## src/rtl/except_ctrl_pkg.sv

```systemverilog
// Shared definitions for the exception commit unit: stall bus macros, CP0
// exception codes, exception-flag bit positions and default parameters.
`ifndef StallBus
`define StallBus 5:0
`endif
`ifndef Stop
`define Stop 1'b1
`endif
`ifndef NoStop
`define NoStop 1'b0
`endif

package except_ctrl_pkg;

    localparam logic [31:0] EXC_NONE = 32'h0000_0000;
    localparam logic [31:0] EXC_INT  = 32'h0000_0001;
    localparam logic [31:0] EXC_ADEL = 32'h0000_0004;
    localparam logic [31:0] EXC_ADES = 32'h0000_0005;
    localparam logic [31:0] EXC_SYS  = 32'h0000_0008;
    localparam logic [31:0] EXC_BP   = 32'h0000_0009;
    localparam logic [31:0] EXC_RI   = 32'h0000_000A;
    localparam logic [31:0] EXC_OV   = 32'h0000_000C;
    localparam logic [31:0] EXC_TR   = 32'h0000_000D;
    localparam logic [31:0] EXC_ERET = 32'h0000_000E;

    // mem_exc_flags = {eret,ades,adel,brk,syscall,trap,ov,ri,adel_if}
    localparam int FLAG_ADEL_IF = 0;
    localparam int FLAG_RI      = 1;
    localparam int FLAG_OV      = 2;
    localparam int FLAG_TRAP    = 3;
    localparam int FLAG_SYSCALL = 4;
    localparam int FLAG_BRK     = 5;
    localparam int FLAG_ADEL    = 6;
    localparam int FLAG_ADES    = 7;
    localparam int FLAG_ERET    = 8;

    localparam int STALL_MEM = 4;

    localparam logic [31:0] EXC_VECTOR_DEF   = 32'hBFC0_0380;
    localparam int          DRAIN_CYCLES_DEF = 2;

    typedef enum logic [1:0] {
        BV_NONE = 2'd0,
        BV_PC   = 2'd1,
        BV_DATA = 2'd2
    } bv_sel_e;

    typedef enum logic {
        ST_IDLE  = 1'b0,
        ST_DRAIN = 1'b1
    } state_e;

endpackage

```

## src/rtl/exc_prio_enc.sv

```systemverilog
// Combinational exception priority encoder: picks the single winning code and
// tells the caller which source feeds BadVAddr.
module exc_prio_enc
    import except_ctrl_pkg::*;
(
    input  logic [8:0]  flags,
    input  logic        int_pending,
    output logic [31:0] code,
    output bv_sel_e     bv_sel
);

    // Fixed-priority select; ERET sits last so any real fault overrides it
    always_comb begin
        code   = EXC_NONE;
        bv_sel = BV_NONE;
        if (int_pending) begin
            code = EXC_INT;
        end else if (flags[FLAG_ADEL_IF]) begin
            code   = EXC_ADEL;
            bv_sel = BV_PC;
        end else if (flags[FLAG_RI]) begin
            code = EXC_RI;
        end else if (flags[FLAG_OV]) begin
            code = EXC_OV;
        end else if (flags[FLAG_TRAP]) begin
            code = EXC_TR;
        end else if (flags[FLAG_SYSCALL]) begin
            code = EXC_SYS;
        end else if (flags[FLAG_BRK]) begin
            code = EXC_BP;
        end else if (flags[FLAG_ADEL]) begin
            code   = EXC_ADEL;
            bv_sel = BV_DATA;
        end else if (flags[FLAG_ADES]) begin
            code   = EXC_ADES;
            bv_sel = BV_DATA;
        end else if (flags[FLAG_ERET]) begin
            code = EXC_ERET;
        end else begin
            code   = EXC_NONE;
            bv_sel = BV_NONE;
        end
    end

endmodule

```

## src/rtl/except_ctrl.sv

```systemverilog
// Exception commit unit: drives the CP0 update bus and pipeline redirect for the
// commit-stage instruction, then blocks new exceptions for a short drain window.
module except_ctrl
    import except_ctrl_pkg::*;
#(
    parameter logic [31:0] EXC_VECTOR   = EXC_VECTOR_DEF,
    parameter int          DRAIN_CYCLES = DRAIN_CYCLES_DEF
) (
    input  logic             clk,
    input  logic             rst,
    input  logic [`StallBus] stall,
    input  logic             mem_valid,
    input  logic [31:0]      mem_pc,
    input  logic             mem_in_delayslot,
    input  logic [8:0]       mem_exc_flags,
    input  logic [31:0]      mem_bad_vaddr,
    input  logic [31:0]      status_i,
    input  logic [31:0]      cause_i,
    input  logic [31:0]      epc_i,
    output logic [31:0]      excepttype_o,
    output logic [31:0]      pc_o,
    output logic [31:0]      bad_vaddr_o,
    output logic             is_in_delayslot_o,
    output logic             flush_o,
    output logic [31:0]      new_pc_o
);

    localparam logic [2:0] DRAIN_LOAD = 3'(DRAIN_CYCLES - 1);

    state_e      state_r;
    logic [2:0]  cnt_r;
    logic        int_pending_r;
    logic        int_req_s;
    logic        take_s;
    logic [31:0] code_s;
    bv_sel_e     bv_sel_s;
    logic        unused_bits_s;

    assign int_req_s = status_i[0] & ~status_i[1] & (|(cause_i[15:8] & status_i[15:8]));
    // Reset also gates the bus so CP0 never sees a commit while rst is held
    assign take_s    = mem_valid & ~stall[STALL_MEM] & (state_r == ST_IDLE) & ~rst;
    assign unused_bits_s = ^{status_i[31:16], status_i[7:2], cause_i[31:16],
                             cause_i[7:0], stall[5], stall[3:0]};

    exc_prio_enc u_prio (
        .flags       (mem_exc_flags),
        .int_pending (int_pending_r),
        .code        (code_s),
        .bv_sel      (bv_sel_s)
    );

    // CP0 update bus and redirect, valid only in the commit cycle
    always_comb begin
        excepttype_o      = EXC_NONE;
        pc_o              = 32'h0000_0000;
        bad_vaddr_o       = 32'h0000_0000;
        is_in_delayslot_o = 1'b0;
        flush_o           = 1'b0;
        new_pc_o          = 32'h0000_0000;
        if (take_s && (code_s != EXC_NONE)) begin
            excepttype_o      = code_s;
            pc_o              = mem_pc;
            is_in_delayslot_o = mem_in_delayslot;
            flush_o           = 1'b1;
            case (bv_sel_s)
                BV_PC:   bad_vaddr_o = mem_pc;
                BV_DATA: bad_vaddr_o = mem_bad_vaddr;
                default: bad_vaddr_o = 32'h0000_0000;
            endcase
            if (code_s == EXC_ERET) begin
                new_pc_o = epc_i;
            end else begin
                new_pc_o = EXC_VECTOR;
            end
        end else begin
            flush_o = 1'b0;
        end
    end

    // Interrupt latch and drain-window state machine
    always_ff @(posedge clk) begin
        if (rst) begin
            state_r       <= ST_IDLE;
            cnt_r         <= 3'd0;
            int_pending_r <= 1'b0;
        end else begin
            if (flush_o) begin
                int_pending_r <= 1'b0;
            end else if (stall[STALL_MEM]) begin
                int_pending_r <= int_pending_r;
            end else begin
                int_pending_r <= int_req_s;
            end
            case (state_r)
                ST_IDLE: begin
                    if (flush_o) begin
                        state_r <= ST_DRAIN;
                        cnt_r   <= DRAIN_LOAD;
                    end
                end
                ST_DRAIN: begin
                    if (cnt_r == 3'd0) begin
                        state_r <= ST_IDLE;
                    end else begin
                        cnt_r <= cnt_r - 3'd1;
                    end
                end
                default: begin
                    state_r <= ST_IDLE;
                    cnt_r   <= 3'd0;
                end
            endcase
        end
    end

endmodule

```

## config.mk

```make
export PLATFORM = sky130hd
export DESIGN_NAME = except_ctrl
export DESIGN_NICKNAME = d
export VERILOG_FILES = /design/src/rtl/except_ctrl_pkg.sv /design/src/rtl/exc_prio_enc.sv /design/src/rtl/except_ctrl.sv
export SDC_FILE = /design/constraint.sdc
export NUM_CORES = 1
export LEC_CHECK = 0
export BUFFER_PORTS_ARGS = -buffer_cell sky130_fd_sc_hd__buf_4
export CAP_MARGIN = 20
export CELL_PAD_IN_SITES_DETAIL_PLACEMENT = 0
export CELL_PAD_IN_SITES_GLOBAL_PLACEMENT = 1
export CORE_AREA = 8 8 113 115
export CTS_CLUSTER_DIAMETER = 200
export DETAILED_ROUTE_END_ITERATION = 10
export DIE_AREA = 0 0 121 123
export PLACE_DENSITY = 0.95
export SLEW_MARGIN = 25
export SYNTH_ARGS = -nofsm -noshare
export SYNTH_HDL_FRONTEND = slang
export SYNTH_SLANG_ARGS = --single-unit
```

## constraint.sdc

```tcl
create_clock -name clk -period 3.6 [get_ports clk]
set_clock_uncertainty 0.05 [all_clocks]
set_input_delay 0.54 -clock clk [delete_from_list [all_inputs] [get_ports clk]]
set_output_delay 0.54 -clock clk [all_outputs]
set_load 0.1 [all_outputs]
```

-- Word level (Yosys, flattened, before mapping)
Index checks and enable logic that the tools add are counted.
- bits in registers: 5
- input bits: 179
- output and inout bits: 130
- word-level logic and storage cells: 58
- add/sub/neg operators: 1
- equal/unequal tests: 5
- muxes and demuxes: 33
- bitwise gates (word level): 10
- reduce and logical (&&, ||, !) cells: 6
- operators with widths (cell ; number):
    $mux 32 ; 14
    $pmux 32 s2 ; 1
    $eq 32x4->1 const B ; 1
    $reduce_bool 32->1 ; 1
    $mux 2 ; 9
    $and 8x8->8 ; 1
    $reduce_or 8->1 ; 1
    $mux 3 ; 2
    $pmux 3 s2 ; 1
    $and 1x1->1 ; 5
    $mux 1 ; 4
    $mux 4 ; 1
    $ne 2x2->1 const B ; 2
    $not 1->1 ; 4
    $logic_not 3->1 ; 1
    $sub 3x1->3 const B ; 1
    $eq 2x1->1 const B ; 1
    $eq 2x2->1 const B ; 1
    $pmux 1 s2 ; 1
    $reduce_and 2->1 ; 1
    $reduce_or 2->1 ; 1
    $logic_and 1x1->1 ; 1

-- Longest topological paths before layout
Gate-level depths: netlist of the first run.
- depth after elaboration: 15
- mapped depth: 8
- gate-level depth less buffers: 7

-- Cells and area by module
Synthesis of the first run repeated with hierarchy kept, for this count alone.
- cells, all modules: 306
- area, all modules: 1955.6 sq um
- modules (own cells, without submodules) (module ; times used ; cells each ; area an instance (sq um) ; seq. area each (sq um)):
    except_ctrl ; 1 ; 257 ; 1609.0 ; 100.1
    exc_prio_enc ; 1 ; 49 ; 346.6 ; 0.0

-- Least setup slack after synthesis of the first run
OpenSTA, ideal clock, no wires.
- kind: input-to-output
- start point: input port stall[4]
- end point: output port excepttype_o[2]
- arrival time: 3.301 ns
- required time: 3.010 ns
- setup slack: -0.291 ns
- stages: 3
- path buffers: 1
- path through: or4b_1 -> clkbuf_1 -> nor3_1
- cells in the longest elaborated chain, start to end: 6
- RTL lines (what ; line ; source):
    start: declaration ; except_ctrl.sv:11 ; input logic [`StallBus] stall,
    $not 1->1 ; except_ctrl.sv:41 ; assign take_s = mem_valid & ~stall[STALL_MEM] & (state_r == ST_IDLE) & ~rst;
    $and 1x1->1 (3 in a row) ; except_ctrl.sv:41 ;
    $logic_and 1x1->1 ; except_ctrl.sv:60 ; if (take_s && (code_s != EXC_NONE)) begin
    $mux 32 ; except_ctrl.sv:60 ;
    end: declaration ; except_ctrl.sv:20 ; output logic [31:0] excepttype_o,
Every way passes these cells.

-- Worst setup path in the final report of the first run
- start point: input port mem_exc_flags[5]
- end point: output port bad_vaddr_o[19]
- cells in the longest elaborated chain, start to end: 10
- elaborated cells on any way between the ends: 20
- classes of those cells: eq/ne: 2; mux: 16; reduce/logical: 2
- RTL lines (what ; line ; source):
    start: declaration ; except_ctrl.sv:15 ; input logic [8:0] mem_exc_flags,
    $mux 32 / $mux 2 (equally long branches) ; exc_prio_enc.sv:29 ; end else if (flags[FLAG_BRK]) begin
    $mux 32 / $mux 2 (equally long branches) ; exc_prio_enc.sv:27 ; end else if (flags[FLAG_SYSCALL]) begin
    $mux 32 / $mux 2 (equally long branches) ; exc_prio_enc.sv:25 ; end else if (flags[FLAG_TRAP]) begin
    $mux 32 / $mux 2 (equally long branches) ; exc_prio_enc.sv:23 ; end else if (flags[FLAG_OV]) begin
    $mux 32 / $mux 2 (equally long branches) ; exc_prio_enc.sv:21 ; end else if (flags[FLAG_RI]) begin
    $mux 32 / $mux 2 (equally long branches) ; exc_prio_enc.sv:18 ; end else if (flags[FLAG_ADEL_IF]) begin
    $mux 32 / $mux 2 (equally long branches) ; exc_prio_enc.sv:16 ; if (int_pending) begin
    $reduce_bool 32->1 (tied with other cells) ; except_ctrl.sv:60 ;
    $logic_and 1x1->1 / $pmux 32 s2 (equally long branches) ; except_ctrl.sv:60, except_ctrl.sv:65 ;
    $mux 32 * ; except_ctrl.sv:60 ;
    end: declaration ; except_ctrl.sv:22 ; output logic [31:0] bad_vaddr_o,
Mark *: on every way between the ends. The rest lies on a longest branch, timed or not.

==> key figures, run 1 <==
Floorplan
  – Core Area: 11,080 µm²
  – Row cnt: 39
  – Die Ht: 123 µm
  – Initial Utilization: 0.1537
  – Top-Level Pins: ~300
  – Area of the die: around 15,000 µm²
  – Die Width: around 120 µm

Clock tree
  – Worst-Skew Late Latency: around 0.23 ns
  – CTS tree: built
  – Clock Sink Count: 5
  – CTS H-Tree Depth: 1
  – Num CTS Buffers: 3
  – Worst-path clk slew: 0.03 ns
  – Root Driver: clkbuf_16
  – Cts hold-fix bufs: 0
  – Post_cts resized: 0
  – Max clock buf depth: 2
  – Postcts setup bufs: 0

Place
  – Final HPWL DP: approximately 8 mm
  – Post-Place Cells: 619
  – GPL Wtd Cong: 0.7894
  – Port bufs: 229

Power
  – PD cells: 219.7 nW/µm²
  – Leakage: roughly 1.9 nW
  – VDD IR max: 198.6 µV

Cells and area
  – Layout cells sized above 1: 0.5646
  – Final nets: 664
  – ANT cells: 0
  – Layout Area Growth over Synthesis: 110.3%
  – Final cell count without fillers: 623

Timing
  – Unrepaired setup endpoints after global routing: no
  – Fmax: 0.3221 GHz
  – Total negative slack: 0 ns
  – Final Hold Vio Count: 0
  – Fin crit share: 0.8623
  – Final setup viols: 0
  – Fin. max-slew vios: 0
  – Final hold slack: roughly 0.42 ns
  – Final min period: 3.104 ns

Logic synthesis
  – Post-Syn Area: 1703 µm²
  – Register bit total from synthesis: 5
  – Synth warn: 0
  – Post-synth EDFFs: 0
  – Post-Synthesis Cells: about 260
  – Ys async rst share: 0
  – Yosys cell types: 33
  – Ys flop type: dfxtp_1
  – Post-Syn Area per Cell: between 6 and 7 µm²
  – Register area share after synthesis: 0.05878

Detailed routing
  – 1st-iter DRT viols: 123
  – Vias per std cell: 4.117
  – Final WL: 9.491 mm
  – Drt pass-1 iters: 4
  – Drt wl/cell: 15.23 µm
  – Vias post-DR: 2,565
  – DRC viols: 0
  – Number of routed nets with antenna violations: 0

Global route
  – Initial antenna violation count: 0
  – Global route overflow: 0
  – Tot GR Track Use: 0.1125
  – Largest net degree at the start of global routing: 33
  – Number of global-route vias before repair: 2,749
  – First-pass GRT wire length: ~14 mm

Worst setup path
  – Critical path fanouts, max: 31
  – Critical Path RT: 3.01 ns
  – Crit path launch type: primary input
  – Worst Path Arrival: 2.51 ns
  – Kind of critical path: in2out
  – Worst setup EP type: output port

Outcome
  – Outcome: completed

Job
  – Max_cap viols: 0

Hold path
  – HP Class: reg2reg
-- final timing paths --
path / from / endpoint / slack, ns / cells past startpoint
max reg2reg: state_r$_SDFF_PP0_ / cnt_r[0]$_SDFFE_PP0P_ / 1.69 / 5
min reg2reg: cnt_r[0]$_SDFFE_PP0P_ / cnt_r[0]$_SDFFE_PP0P_ / 0.42 / 1
min: cnt_r[0]$_SDFFE_PP0P_ / cnt_r[0]$_SDFFE_PP0P_ / 0.42 / 1
max: mem_exc_flags[5] / bad_vaddr_o[19] / 0.50 / 9
-- synth_stat cells (all sizes together) (2+ instances only) --
cell     instances  share of area
a21oi            2         0.0059
a22oi           36           0.16
o21a            12          0.053
inv             28          0.062
ha               4          0.029
nor2            41          0.090
clkbuf          12          0.026
and2            33           0.12
nand2b           3          0.011
nor3            26           0.14
a41oi            2          0.015
a2111oi          2          0.010
buf             37           0.16
dfxtp            5          0.059
nand2            2         0.0044
-- cell usage in the layout (no fill, tap or decap), types with 2 or more instances in the layout --
cell type and instances:
inv_1 28, and2_1 33, buf_4 238, nand2b_1 3, nor3_2 21, clkbuf_16 3
a21oi_1 2, a22oi_1 36, conb_1 28, dfxtp_1 5, o21a_1 12, nor2_2 6
nor3_1 5, ha_1 4, nand2_1 2, nor2_1 35, a2111oi_0 2
-- cell type report --
class,instances,area (µm²)
clock buffer,4,78.83
fill,1193,7496
sequential,5,100.1
multi-input combinational,204,1311
timing repair buffer,239,1807
inverter,28,105.1
tap,143,178.9
-- worst max-delay path, cell delays in order --
cell and delay (ns):
buf_4 0.12, nor3_1 0.26, nand3_1 0.09, or2_2 0.30, ha_1 0.30, nand2b_1 0.23
buf_12 0.21, nor2_1 0.13, buf_4 0.30
-- stage by stage --
stage          instance area [µm²]    util  power (W)  setup WS [ns]
3_3_place_gp                  3502  0.3162  0.0005986         0.5047
4_1_cts                       3581  0.3233  0.0007909         0.4859
3_5_place_dp                  3502  0.3162  0.0006048         0.5024
6_report                      3581  0.3233  0.0007867         0.4957
2_1_floorplan                 1824       -  0.0004578        -0.1374
5_1_grt                       3581  0.3233  0.0008185         0.2612
-- flip-flops by register name, summed over array words and instances, names as in the netlist --
signal	count
state_r	1
cnt_r	3
int_pending_r	1
-- where the power goes --
part	switching [W]	leakage, nW	internal [W]
logic	0.000392	1.78	0.000152
registers	0.00000143	0.0406	0.0000574
clock network	0.0000369	0.0382	0.000147
total	0.000431	1.86	0.000356
-- layer usage --
metal / vias up / GRT usage / part of all wire
met4: 0 / 0.01483 / 0.0057
li1: 1261 / - / -
met3: 5 / 0.03653 / 0.093
met1: 1179 / 0.1180 / 0.35
met5: - / 0 / 0
met2: 120 / 0.2180 / 0.55
-- logic make-up (layout without fill, tap and decap cells) --
logic type                 Yosys count  after routing  synth area share
buffers and inverters               77            271            0.2491
and+or+nand+nor                    113            113            0.3953
adders and majority gates            4              4           0.02939
AOI/OAI and AO/OA                   59             59            0.2653
DFF                                  5              5           0.05878
other                                1             28          0.002202
Note: power is estimated with default switching activity, not from simulation.
==> run 2, diff against run 1 <==
--- a/config.mk
+++ b/config.mk
@@ -9,12 +9,13 @@
 export CAP_MARGIN = 20
 export CELL_PAD_IN_SITES_DETAIL_PLACEMENT = 0
 export CELL_PAD_IN_SITES_GLOBAL_PLACEMENT = 1
-export CORE_AREA = 8 8 113 115
+export CORE_AREA = 8 8 114 116
 export CTS_CLUSTER_DIAMETER = 200
 export DETAILED_ROUTE_END_ITERATION = 10
-export DIE_AREA = 0 0 121 123
+export DIE_AREA = 0 0 122 124
 export PLACE_DENSITY = 0.95
 export SLEW_MARGIN = 25
 export SYNTH_ARGS = -nofsm -noshare
 export SYNTH_HDL_FRONTEND = slang
+export SYNTH_HIERARCHICAL = 1
 export SYNTH_SLANG_ARGS = --single-unit
==> constraint.sdc (replaced) <==
create_clock -name clk -period 3.72 [get_ports clk]
set_clock_uncertainty 0.05 [all_clocks]
set_input_delay 0.558 -clock clk [delete_from_list [all_inputs] [get_ports clk]]
set_output_delay 0.558 -clock clk [all_outputs]
set_load 0.1 [all_outputs]
==> run 2 against run 1 <==
  * Design area up 7.0%
  * Largest cell class unchanged
  * Utilization rose by 2.0 points
  * Sequential share of layout area shrank 0.18 points
  * Synthesized area up 15%
  * Critical path depth unchanged
  * Flip-flop and latch count unchanged
==> key figures, run 2 <==
Outcome
  – Outcome: completed

Worst setup path
  – R2r setup slk: 1.70 ns (about the same)
  – FF-to-FF End: cnt_r[2]$_SDFFE_PP0P_
  – Critical path fanouts, max: 32 (+3.2%)
  – Crit path launch type: primary input
  – Delay of the slowest critical-path stage: 0.54 ns (+0.24 ns)
  – Critical path's top delay family: simple AND/OR/NAND/NOR gates
  – Critical Path RT: 3.11 ns (+0.10 ns)
  – Slowest cell on crit path: a311o_4
  – Kind of critical path: in2out
  – Worst setup EP type: output port
  – Depth of the worst register-to-register path: 6 (+1)
  – FF-to-FF Start: int_pending_r$_SDFFE_PP0N_
  – Buffers and inverters on the worst path: 2 (-1)
  – Worst Path Arrival: 2.74 ns (+0.23 ns)
  – Worst path cell trace: buf_4 > and2b_2 > o21ai_0 > o21ai_0 > nor4_1 > and4_1 > a311o_4 > nor2_1 > buf_4

Clock tree
  – Worst-path clk slew: 0.03 ns (about the same)
  – Worst-Skew Late Latency: 0.23 ns (about the same)
  – Max clock buf depth: 2 (unchanged)
  – Clock Sink Count: 5 (unchanged)
  – Cts hold-fix bufs: 0 (unchanged)
  – Postcts setup bufs: 0 (unchanged)
  – Num CTS Buffers: 3 (unchanged)
  – CTS H-Tree Depth: 1 (unchanged)
  – CTS tree: built
  – Root Driver: clkbuf_16
  – Post_cts resized: 0 (unchanged)

Global route
  – Initial antenna violation count: 0 (unchanged)
  – GRT met3 Usage: 0.06256 (+0.02603)
  – GRT met1 Usage: 0.1271 (+0.009098)
  – Met2 GRT Util: 0.2313 (+0.01333)
  – Tot GR Track Use: 0.1266 (+0.01412)
  – Number of global-route vias before repair: 3,106 (+13%)
  – First-pass GRT wire length: 15.52 mm (+13%)
  – Top Usage Layer GRT: met2
  – Largest net degree at the start of global routing: 38 (+15%)
  – Global route overflow: 0 (unchanged)

Cells and area
  – Top reg by flops: cnt_r
  – ANT cells: 0 (unchanged)
  – Commonest non-fill, non-tap cell in the layout: buf_4
  – Layout Area Growth over Synthesis: 95.91%
  – Layout cells sized above 1: 0.5143 (-0.05024)
  – Most frequent cells in the layout: buf_4, and2_1, a22oi_1
  – Final nets: 707 (+6.5%)
  – Max reg flops: 3 (unchanged)
  – Largest regs: cnt_r (3), int_pending_r (1), state_r (1)

Detailed routing
  – Number of routed nets with antenna violations: 0 (unchanged)
  – Vias post-DR: 2,981 (+16%)
  – DRC viols: 0 (unchanged)
  – Vias per std cell: 4.476 (+8.7%)
  – Drt pass-1 iters: 4 (unchanged)
  – Final WL: 10.86 mm (+14%)
  – 1st-iter DRT viols: 101 (-18%)
  – Drt wl/cell: 16.31 µm (+7.1%)

Power
  – VDD IR max: 181.3 µV (-8.7%)
  – Total Power: 0.0006985 W (-11%)
  – Leakage: 1.941 nW (+4.3%)
  – PD cells: 182.3 nW/µm² (-17%)

Job
  – Max_cap viols: 0 (unchanged)

Logic synthesis
  – Synth warn: 6 (+6)
  – Share of the synthesized area in the top cell type: 0.2623 (+0.1036)
  – Cell with the most instances after synthesis: and2_1
  – Register area share after synthesis: 0.05118 (-0.007597)
  – Post-Synthesis Cells: 306 (+18%)
  – Post-Syn Area per Cell: 6.391 µm² (-2.8%)
  – Post-Syn Area: 1956 µm² (+15%)
  – Yosys cell types: 37 (+12%)
  – Commonest cells post-synth: and2_1, nor2_1, a22oi_1
  – Register bit total from synthesis: 5 (unchanged)
  – Ys async rst share: 0 (unchanged)
  – Largest area contributor in the netlist: and2_1
  – Synth area leaders: and2_1, a22oi_1, buf_4
  – Ys flop type: dfxtp_1
  – Post-synth EDFFs: 0 (unchanged)

Timing
  – Final Hold Vio Count: 0 (unchanged)
  – Worst-margin pin slew: 1.027 ns
  – Total negative slack: 0 ns (unchanged)
  – Fin crit share: 0.8992
  – Final setup viols: 0 (unchanged)
  – Fin. max-slew vios: 0 (unchanged)
  – Fmax: about 0.30 GHz
  – Unrepaired setup endpoints after global routing: no
  – Final min period: 3.345 ns
  – Relative slew slack: 0.3201

Floorplan
  – Die Width: 122 µm (+0.83%)
  – Area of the die: 15,130 µm² (+1.6%)
  – Top-Level Pins: 309 (unchanged)
  – Die Ht: 124 µm (+0.81%)
  – Core Area: 11,170 µm² (+0.88%)
  – Row cnt: 39 (unchanged)
  – Initial Utilization: 0.1750 (+0.02128)

Hold path
  – WHS Path Cells: 2 (+1)
  – Worst hold endpoint: cnt_r[0]$_SDFFE_PP0P_
  – HP Class: reg2reg
  – Hold Startpoint: cnt_r[0]$_SDFFE_PP0P_

Place
  – GPL Wtd Cong: 0.8398 (+6.4%)
  – Port bufs: 229 (unchanged)
  – Final HPWL DP: 9.259 mm (+14%)
==> run 2: cell count changes in the layout (fill, tap and decap cells not counted), moves of 3 or more <==
| cell | delta |
|---|---|
| a21oi_2 | +10 |
| nor4_2 | +3 |
| o21ai_0 | +13 |
| o21a_1 | -12 |
| nor4_1 | +6 |
| nor3_2 | -20 |
| inv_1 | -18 |
| a21oi_1 | +3 |
| nor2_2 | +3 |
| and2_1 | +49 |
==> run 2: logic make-up after synthesis <==
group                      share of synthesized area
AOI/OAI and AO/OA                             0.2604
xor gates and xnor gates                    0.004479
other                                       0.001918
and+or+nand+nor                               0.4658
DFF                                          0.05119
adders and majority gates                    0.02559
buffers and inverters                         0.1907
==> run 2: worst max-delay path by stage <==
stage,from,end,slack [ns],cells past startpoint
after floorplan,mem_exc_flags[2],bad_vaddr_o[13],-0.08,7
after global placement,mem_exc_flags[7],bad_vaddr_o[3],0.36,9
after detailed placement,mem_exc_flags[7],bad_vaddr_o[3],0.35,9
after CTS,mem_exc_flags[7],bad_vaddr_o[3],0.35,9
after global routing,mem_exc_flags[6],bad_vaddr_o[1],0.21,8
final,mem_exc_flags[7],bad_vaddr_o[22],0.37,9
==> run 2: cell type report <==
cell class	instances	area, µm²
fillers	1185	7343
repair buffers	238	1787
multi-input cells	266	1649
well taps	143	178.9
flip-flops and latches	5	100.1
clock buffers	4	78.83
inverters	10	37.54
==> run 2: report_power, final <==
group / internal [W] / switching [W]
sequential: 0.0000563 / 0.00000151
clock: 0.000142 / 0.0000345
combinational: 0.000150 / 0.000315
==> run 2: worst reg2reg max path: cells and delay by family (launching register included) <==
family / cells / cell delay, ns
DFF: 1 / 0.32
and+or+nand+nor: 3 / 1.18
AOI/OAI and AO/OA: 3 / 0.39
==> run 2: per-stage QoR <==
step / utilization / std cells / setup WS, ns / hold WS (ns) / cell area, µm²
after floorplan: - / 333 / -0.07547 / 0.4408 / 2107
after global placement: 0.3358 / 662 / 0.3580 / 0.4578 / 3752
after detailed placement: 0.3358 / 662 / 0.3519 / 0.4857 / 3752
after CTS: 0.3429 / 666 / 0.3543 / 0.4899 / 3831
after global routing: 0.3429 / 666 / 0.2113 / 0.5055 / 3831
final: 0.3429 / 666 / 0.3749 / 0.4809 / 3831
==> run 2: routing by layer <==
layer	wire length, µm	share of wire	vias to the layer above
met4	122	0.011	0
met3	1410	0.13	13
met2	5477	0.50	170
met1	3853	0.35	1358
li1	-	-	1440
met5	0	0	-
==> run 3, diff against run 2 <==
--- a/config.mk
+++ b/config.mk
@@ -14,6 +14,7 @@
 export DETAILED_ROUTE_END_ITERATION = 10
 export DIE_AREA = 0 0 122 124
 export PLACE_DENSITY = 0.95
+export REMOVE_ABC_BUFFERS = 1
 export SLEW_MARGIN = 25
 export SYNTH_ARGS = -nofsm -noshare
 export SYNTH_HDL_FRONTEND = slang
==> run 3 against run 2 <==
  * Via count fell by 2.3%
  * Setup slack got worse by 0.077 ns
  * Wire length fell by 1.6%
  * Critical path type unchanged
==> key figures, run 3 (synthesized netlist as in run 2, its figures left out) <==
Place
  – Port bufs: 229 (unchanged)
  – Placed Instance Area: 3690 µm² (-1.7%)
  – GPL Wtd Cong: 0.8183 (-2.6%)
  – Final HPWL DP: 9.142 mm (-1.3%)

Clock tree
  – Max clock buf depth: 2 (unchanged)
  – Worst-path clk slew: 0.03 ns (about the same)
  – CTS tree: built
  – Num CTS Buffers: 3 (unchanged)
  – CTS H-Tree Depth: 1 (unchanged)
  – Root Driver: clkbuf_16
  – Cts hold-fix bufs: 0 (unchanged)
  – Worst-Skew Late Latency: 0.23 ns (about the same)
  – Clock Sink Count: 5 (unchanged)

Detailed routing
  – 1st-iter DRT viols: 120 (+19%)
  – DRC viols: 0 (unchanged)
  – Vias per std cell: 4.386 (-2.0%)
  – Vias post-DR: 2,912 (-2.3%)
  – Final WL: 10.69 mm (-1.6%)
  – Drt wl/cell: 16.09 µm (-1.3%)
  – Drt pass-1 iters: 5 (+1)
  – Number of routed nets with antenna violations: 0 (unchanged)

Global route
  – Tot GR Track Use: 0.1252 (-0.001417)
  – Initial antenna violation count: 0 (unchanged)
  – Largest net degree at the start of global routing: 37 (-2.6%)
  – Global route overflow: 0 (unchanged)
  – First-pass GRT wire length: 15.35 mm (-1.1%)
  – Number of global-route vias before repair: 3,057 (-1.6%)

Floorplan
  – Row cnt: 39 (unchanged)
  – Area of the die: 15,130 µm² (unchanged)
  – Die Width: 122 µm (unchanged)
  – Top-Level Pins: 309 (unchanged)
  – Die Ht: 124 µm (unchanged)
  – Initial Utilization: 0.1750 (unchanged)
  – Core Area: 11,170 µm² (unchanged)

Worst setup path
  – Worst Path Arrival: 2.81 ns (+0.07 ns)
  – Kind of critical path: in2out
  – Worst path cell trace: buf_4 > nor3_1 > o21ai_0 > o21ai_0 > nor4_2 > and4_1 > a311o_4 > nor2_1 > buf_4
  – Slowest cell on crit path: a311o_4
  – Worst setup EP type: output port
  – Critical Path RT: 3.11 ns (about the same)
  – Crit path launch type: primary input
  – Delay of the slowest critical-path stage: 0.55 ns (about the same)
  – Critical path fanouts, max: 32 (unchanged)
  – Depth of the worst register-to-register path: 6 (unchanged)
  – R2r setup slk: 1.66 ns (-0.04 ns)
  – FF-to-FF End: cnt_r[1]$_SDFFE_PP0P_
  – FF-to-FF Start: int_pending_r$_SDFFE_PP0N_

Cells and area
  – Top reg by flops: cnt_r
  – Max reg flops: 3 (unchanged)
  – Layout Area Growth over Synthesis: 93.03%
  – Commonest non-fill, non-tap cell in the layout: buf_4
  – Most frequent cells in the layout: buf_4, and2_1, nor2_1
  – ANT cells: 0 (unchanged)
  – Largest regs: cnt_r (3), int_pending_r (1), state_r (1)
  – Final instance area: 3775 µm² (-1.5%)
  – Layout cells sized above 1: 0.4875 (-0.02682)
  – Final nets: 705 (-0.28%)

Power
  – Sw frac: 0.5023 (about the same)
  – PD cells: 184.4 nW/µm² (+1.1%)
  – VDD IR max: 111.1 µV (-39%)
  – Internal power: 0.0003464 W (-0.44%)
  – Leakage: 1.936 nW (-0.28%)
  – Clock share of power: 0.257 (+0.004)
  – Total Power: 0.0006960 W (-0.36%)
  – Net Sw Power: 0.0003496 W (-0.28%)
  – Comb pwr share: 0.660 (-0.005)
  – Sequential share of power: 0.083 (about the same)

Timing
  – Final setup viols: 0 (unchanged)
  – Fin. max-slew vios: 0 (unchanged)
  – Unrepaired setup endpoints after global routing: no
  – Fin crit share: 0.9199 (+0.02070)
  – Worst-margin pin slew: 1.015 ns (-0.01211 ns)
  – Relative slew slack: 0.3281 (+0.008014)
  – Fmax: 0.2922 GHz (-2.2%)
  – Final min period: 3.422 ns (+0.07699 ns)
  – Final Hold Vio Count: 0 (unchanged)
  – Final hold slack: 0.4728 ns (-0.008104 ns)

Job
  – Max_cap viols: 0 (unchanged)

Hold path
  – WHS Path Cells: 2 (unchanged)
  – Worst hold endpoint: cnt_r[0]$_SDFFE_PP0P_
  – Hold Startpoint: cnt_r[0]$_SDFFE_PP0P_
  – HP Class: reg2reg

Outcome
  – Outcome: completed
==> run 3: cell types whose count changed in the layout (fill, tap and decap cells not counted), moves of 2 or more <==
cell	change
a21oi_2	-10
nor2_2	-5
a21oi_1	+10
buf_4	-2
nor2_1	+5
==> run 3: routing by layer <==
layer	GRT usage	wire, µm	vias to the layer above
met5	0	0	-
met4	0.03315	157	0
met3	0.03762	1108	17
met2	0.2228	5435	167
met1	0.1425	3984	1292
li1	-	-	1436
==> run 3: layout make-up <==
cell class | instances | area [µm²]
sequential | 5 | 100.1
tap | 143 | 178.9
fill | 1180 | 7400
inverter | 10 | 37.54
multi-input combinational | 266 | 1608
timing repair buffer | 236 | 1772
clock buffer | 4 | 78.83
==> run 3: worst max path at each step <==
stage          cells after the start              from  slack (ns)               to
5_1_grt                            9  mem_exc_flags[2]        0.11   bad_vaddr_o[6]
6_report                           9  mem_exc_flags[0]        0.30   bad_vaddr_o[6]
3_3_place_gp                       9  mem_exc_flags[7]        0.20  bad_vaddr_o[26]
4_1_cts                            9  mem_exc_flags[7]        0.19   bad_vaddr_o[6]
2_1_floorplan                      7  mem_exc_flags[2]       -2.54  excepttype_o[0]
3_5_place_dp                       9  mem_exc_flags[7]        0.20   bad_vaddr_o[6]
==> run 3: power by group through the flow <==
stage	Clock [W]	Combinational [W]	Sequential (W)
3_3_place_gp	0	0.000449	0.0000585
6_report	0.000179	0.000460	0.0000578
5_1_grt	0.000187	0.000486	0.0000582
3_5_place_dp	0	0.000454	0.0000585
4_1_cts	0.000181	0.000455	0.0000578
2_1_floorplan	0	0.000290	0.0000586
==> run 3: what timing repair did <==
| action | in CTS | in global routing |
|---|---|---|
| hold endpoints to repair | 0 | 0 |
| endpoints found under the setup margin | 0 | 5 |
| buffers inserted | 0 | 0 |
| resized for setup | 0 | 1 |
==> run 3: critical path, delay by kind of cell <==
| family | cells | cell delay (ns) |
|---|---|---|
| compound gates | 3 | 0.96 |
| simple gates | 4 | 0.83 |
| buf+inv | 2 | 0.45 |
==> run 3: through the flow <==
| step | setup TNS [ns] | std cells | util | worst slack (ns) |
|---|---|---|---|---|
| 2_1_floorplan | -97.81 | 281 | - | -2.537 |
| 4_1_cts | 0 | 664 | 0.3373 | 0.1879 |
| 5_1_grt | 0 | 664 | 0.3378 | 0.1081 |
| 6_report | 0 | 664 | 0.3378 | 0.2979 |
| 3_3_place_gp | 0 | 660 | 0.3300 | 0.1992 |
| 3_5_place_dp | 0 | 660 | 0.3302 | 0.1957 |
